`config.mk`:
```
export PLATFORM = sky130hd
export DESIGN_NAME = dance_round_sequencer
export DESIGN_NICKNAME = d
export VERILOG_FILES = /design/src/rtl/dance_round_sequencer.sv
export SDC_FILE = /design/constraint.sdc
export NUM_CORES = 1
export LEC_CHECK = 0
export ABC_CLOCK_PERIOD_IN_PS = 2600
export CORE_MARGIN = 5
export CORE_UTILIZATION = 53
export CTS_BUF_LIST = sky130_fd_sc_hd__clkbuf_2 sky130_fd_sc_hd__clkbuf_4 sky130_fd_sc_hd__clkbuf_8
export DETAILED_ROUTE_END_ITERATION = 10
export HOLD_SLACK_MARGIN = 0.02
export PLACE_DENSITY = 0.79
export SYNTH_ARGS = -nofsm -noshare
export SYNTH_HDL_FRONTEND = slang
export SYNTH_SLANG_ARGS = --single-unit
```
`constraint.sdc`:
```
create_clock -name clk -period 2.6 [get_ports clk]
set_clock_uncertainty 0.1 [all_clocks]
set_input_delay 0.26 -clock clk [delete_from_list [all_inputs] [get_ports clk]]
set_output_delay 0.26 -clock clk [all_outputs]
set_load 0.05 [all_outputs]
```
`src/rtl/dance_round_sequencer.sv`:
```
// Game-flow controller: walks GUIDE -> JUDGE -> SHOW for each round, latches the
// per-round judgement and keeps a saturating total score for the display datapath.
module dance_round_sequencer #(
  parameter int NUM_ROUNDS     = 8,
  parameter int PREVIEW_FRAMES = 90,
  parameter int JUDGE_TIMEOUT  = 4,
  parameter int SHOW_FRAMES    = 60
) (
  input  logic       clk,
  input  logic       reset,
  input  logic       start,
  input  logic       abort,
  input  logic       frame_tick,
  input  logic       judge_done,
  input  logic [2:0] result,
  output logic [1:0] pattern_state,
  output logic [3:0] round_idx,
  output logic [2:0] round_result,
  output logic       result_valid,
  output logic [7:0] score,
  output logic       busy,
  output logic       game_done,
  output logic [2:0] dbg_state_o
);

  localparam int MAX_PS = (PREVIEW_FRAMES > SHOW_FRAMES) ? PREVIEW_FRAMES : SHOW_FRAMES;
  localparam int MAX_F  = (MAX_PS > JUDGE_TIMEOUT) ? MAX_PS : JUDGE_TIMEOUT;
  localparam int CW     = $clog2(MAX_F + 1);

  localparam logic [CW-1:0] PREV_LAST  = CW'(PREVIEW_FRAMES - 1);
  localparam logic [CW-1:0] JUDGE_LAST = CW'(JUDGE_TIMEOUT - 1);
  localparam logic [CW-1:0] SHOW_LAST  = CW'(SHOW_FRAMES - 1);
  localparam logic [3:0]    ROUND_LAST = 4'(NUM_ROUNDS - 1);

  typedef enum logic [2:0] {
    S_IDLE  = 3'd0,
    S_GUIDE = 3'd1,
    S_JUDGE = 3'd2,
    S_SHOW  = 3'd3,
    S_DONE  = 3'd4
  } state_t;

  state_t        state_q, state_d;
  logic [CW-1:0] cnt_q, cnt_d;
  logic [3:0]    round_q, round_d;
  logic [2:0]    rr_q, rr_d;
  logic          rv_q, rv_d;
  logic [7:0]    score_q, score_d;
  logic [1:0]    pattern_q, pattern_d;
  logic          busy_q, busy_d;
  logic          done_q, done_d;

  logic [2:0]    judged;
  logic [1:0]    weight;
  logic [8:0]    sum;

  // Anything that is not a clean one-hot PERFECT/GOOD code scores as BAD.
  always_comb begin
    judged = 3'b001;
    weight = 2'd0;
    if (result == 3'b100) begin
      judged = 3'b100;
      weight = 2'd2;
    end else if (result == 3'b010) begin
      judged = 3'b010;
      weight = 2'd1;
    end
    sum = {1'b0, score_q} + 9'(weight);
  end

  always_comb begin
    state_d = state_q;
    cnt_d   = cnt_q;
    round_d = round_q;
    rr_d    = rr_q;
    rv_d    = 1'b0;
    score_d = score_q;
    if (abort) begin
      state_d = S_IDLE;
      cnt_d   = '0;
      round_d = '0;
      score_d = '0;
    end else begin
      case (state_q)
        S_IDLE, S_DONE: begin
          if (start) begin
            state_d = S_GUIDE;
            cnt_d   = '0;
            round_d = '0;
            score_d = '0;
          end
        end
        S_GUIDE: begin
          if (frame_tick) begin
            if (cnt_q == PREV_LAST) begin
              state_d = S_JUDGE;
              cnt_d   = '0;
            end else begin
              cnt_d = cnt_q + 1'b1;
            end
          end
        end
        S_JUDGE: begin
          // judge_done takes precedence over a coincident final timeout tick.
          if (judge_done) begin
            state_d = S_SHOW;
            cnt_d   = '0;
            rr_d    = judged;
            rv_d    = 1'b1;
            score_d = sum[8] ? 8'hFF : sum[7:0];
          end else if (frame_tick) begin
            if (cnt_q == JUDGE_LAST) begin
              state_d = S_SHOW;
              cnt_d   = '0;
              rr_d    = 3'b001;
              rv_d    = 1'b1;
            end else begin
              cnt_d = cnt_q + 1'b1;
            end
          end
        end
        S_SHOW: begin
          if (frame_tick) begin
            if (cnt_q == SHOW_LAST) begin
              cnt_d = '0;
              if (round_q == ROUND_LAST) begin
                state_d = S_DONE;
              end else begin
                round_d = round_q + 1'b1;
                state_d = S_GUIDE;
              end
            end else begin
              cnt_d = cnt_q + 1'b1;
            end
          end
        end
        default: begin
          state_d = S_IDLE;
          cnt_d   = '0;
        end
      endcase
    end
  end

  // Mode outputs are decoded from the next state so they change with the state register.
  always_comb begin
    pattern_d = 2'd0;
    busy_d    = 1'b0;
    done_d    = 1'b0;
    case (state_d)
      S_GUIDE: begin
        pattern_d = 2'd2;
        busy_d    = 1'b1;
      end
      S_JUDGE, S_SHOW: begin
        pattern_d = 2'd3;
        busy_d    = 1'b1;
      end
      S_DONE:  done_d = 1'b1;
      default: pattern_d = 2'd0;
    endcase
  end

  always_ff @(posedge clk) begin
    if (reset) begin
      state_q   <= S_IDLE;
      cnt_q     <= '0;
      round_q   <= '0;
      rr_q      <= '0;
      rv_q      <= 1'b0;
      score_q   <= '0;
      pattern_q <= 2'd0;
      busy_q    <= 1'b0;
      done_q    <= 1'b0;
    end else begin
      state_q   <= state_d;
      cnt_q     <= cnt_d;
      round_q   <= round_d;
      rr_q      <= rr_d;
      rv_q      <= rv_d;
      score_q   <= score_d;
      pattern_q <= pattern_d;
      busy_q    <= busy_d;
      done_q    <= done_d;
    end
  end

  assign pattern_state = pattern_q;
  assign round_idx     = round_q;
  assign round_result  = rr_q;
  assign result_valid  = rv_q;
  assign score         = score_q;
  assign busy          = busy_q;
  assign game_done     = done_q;
  assign dbg_state_o   = state_q;

endmodule

```
==> results.sh <==
export IMPL_status="completed"
export IMPL_totalPowerFinal_uw=828
export IMPL_wire_per_inst_um=14.4
export IMPL_relSlewSlack_pct=64.9
export IMPL_grt_pass1_wl_um=6420
export IMPL_syn_nets=209
export IMPL_layout_min_cycle_time_ns=2.22
export IMPL_maxCapViolCount=0
export IMPL_grt_max_degree=16
export IMPL_cts_sinks=29
export IMPL_clk_pin_slew_ns=0.10
export IMPL_insertion_delay_ns=0.34
export IMPL_place_gp_congestion=0.851
export IMPL_grt_pass1_vias=1454
export IMPL_cts_hold_buf=0
export IMPL_cts_tree="built"
export IMPL_hold_viol=0
export IMPL_drive_above_1_share_pct=10.1
export IMPL_hpwl_um=2750
export IMPL_syn_inst=194
export IMPL_start_util_pct=54.3
export IMPL_die_h_um=65.5
export IMPL_die_x_um=65.5
export IMPL_max_freq_ghz=0.449
export IMPL_die_area_um2=4290
export IMPL_worstPathRequired_ns=2.76
export IMPL_async_flop_share_pct=0
export IMPL_antenna_found_initial=0
export IMPL_synth_ff_latch_count=29
export IMPL_cts_htree_levels=2
export IMPL_nFillCells=260
export IMPL_synth_area_leaders="dfxtp_1 (36%), nor2_1 (5.3%), a21oi_1 (4.9%)"
export IMPL_period_share_pct=85.6
export IMPL_vdd_ir_drop_max_v=0.000326
export IMPL_synth_top_cell_by_area="dfxtp_1"
export IMPL_io_pins=32
export IMPL_tightest_slew_ns=0.525
export IMPL_maxSlewViolCount=0
export IMPL_routed_via_count=1539
export IMPL_slowest_stage="clkdlybuf4s50_1"
export IMPL_rsz0062_at_grt="false"
export IMPL_ctsResizeCount=0
export IMPL_coreArea_um2=3000
export IMPL_path_delay_family="simple AND/OR/NAND/NOR gates"
export IMPL_max_stage_delay_ns=0.47
export IMPL_synth_top_cell_area_share_pct=35.6
export IMPL_cts_buffer_depth=2
export IMPL_dpl_worst_slack_ns=0.0556
export IMPL_finalWirelength_um=3730
export IMPL_hold_class="reg2reg"
export IMPL_gr_total_overflow=0
export IMPL_setup_viol=0
export IMPL_finalNetCount=241
export IMPL_diodes=0
export IMPL_powerDensity_nw_per_um2=410
export IMPL_synth_cell_types=51
export IMPL_arrival_ns=2.39
export IMPL_tns_ns=0
export IMPL_drt_initial_drc_count=64
export IMPL_multi_input_area_um2=995
export IMPL_viasPerCell=5.92
export IMPL_numPortBuffers=31
export IMPL_regArea_um2=581
export IMPL_crit_chain="clkdlybuf4s50_1 -> nor3b_1 -> ha_1 -> fa_1 -> nand3_1 -> nor2_1 -> o21ai_0 -> a211oi_1"
export IMPL_drc=0
export IMPL_hold_slack_ns=0.374
export IMPL_crit_buf_inv=1
export IMPL_dr_pass1_iters=5
export IMPL_num_rows=20
export IMPL_area_delta_synth_final_pct=23.7
export IMPL_ys_seq_area_share_pct=35.6
export IMPL_syn_area_um2=1630
export IMPL_antenna_left=0
export IMPL_yosys_warnings=0
export IMPL_cts_setup_buffers=0
export IMPL_avgSynthCellArea_um2=8.40
export IMPL_worstSetupPathType="in2reg"
export IMPL_setup_ws_ns=0.375
export IMPL_synth_edff_count=0
export IMPL_crit_path_end_kind="register"
export IMPL_worstSetupStartpointType="primary input"
export IMPL_critPathMaxFanout=5
export IMPL_ys_top_cells_by_count="dfxtp_1 (29), nor2_1 (23), a21oi_1 (16)"
export IMPL_synthFlopType="dfxtp_1"
export IMPL_p_leak_nw=0.671
export IMPL_cts_inserted_buffers=5
export IMPL_root_buffer="clkbuf_4"
export IMPL_yosys_cell_count_top_type="dfxtp_1"
export IMPL_track_usage_pct=19.4
-- layout by cell type, fill, tap and decap left out, types with 5 or more instances in the layout --
cell             count
a21oi_1             16
clkbuf_4             8
clkdlybuf4s50_1     31
dfxtp_1             29
ha_1                 5
nand2_1             15
nand2b_1             5
nand3_1             14
nand3b_1             5
nor2_1              23
o21ai_0              5
-- stage by stage --
| step | area, um^2 | util [%] | std cells |
|---|---|---|---|
| global route | 2020 | 67.2 | 260 |
| finish | 2020 | 67.2 | 260 |
| detailed placement | 1960 | 65.2 | 252 |
| CTS | 2020 | 67.2 | 260 |
| global placement | 1960 | 65.2 | 252 |
| floorplan | 1630 | - | 194 |
-- power breakdown --
group          switching [mW]  total [mW]  internal [mW]
combinational          0.0518      0.0847         0.0329
sequential            0.00461       0.451          0.446
clock                   0.153       0.292          0.139
total                   0.210       0.828          0.618
-- area by class of cell --
cell class | instances | area share [%]
well taps | 33 | 2.05
flip-flops and latches | 29 | 28.8
multi-input cells | 153 | 49.3
clock buffers | 8 | 2.98
repair buffers | 33 | 16.1
inverters | 4 | 0.744
-- layer usage --
metal	track usage (%)	vias up	part of all wire (%)
met5	0	-	0
met4	9.59	0	2.1
met3	6.50	9	5.7
met2	31.9	37	48
met1	22.4	717	44
li1	-	776	-
-- path summary, 6_finish.rpt --
check	startpoint	end	slack [ns]	cells past startpoint
setup / recovery	result[1]	score[3]	0.38	8
setup reg to reg	cnt_q[0]	round_idx[3]	0.54	6
hold / removal	round_result[2]	round_result[2]	0.37	2
hold reg to reg	round_result[2]	round_result[2]	0.37	2
-- worst reg2reg max path, stage by stage (launching register included) --
cell and delay, ns:
dfxtp_1 0.40, ha_1 0.24, nor3b_2 0.29, and3_2 0.28
a41oi_4 0.17, or3_1 0.38, a21oi_1 0.14
-- cell families after synthesis --
logic type / Yosys count / share of synthesized area, %
AND/OR/NAND/NOR: 90 / 30.2
AO/OA/AOI/OAI: 53 / 23.5
flip-flops: 29 / 35.6
buffers and inverters: 12 / 3.38
adder cells (fa/ha/maj): 6 / 5.07
XOR/XNOR: 2 / 1.07
multiplexers: 2 / 1.23
-- flip-flops by register name, summed over array words and instances, names as in the netlist --
name and cells:
round_result 3, score 8, pattern_state 2, game_done 1
round_idx 4, result_valid 1, cnt_q 7, dbg_state_o 3
(Power assumes the default switching activity.)
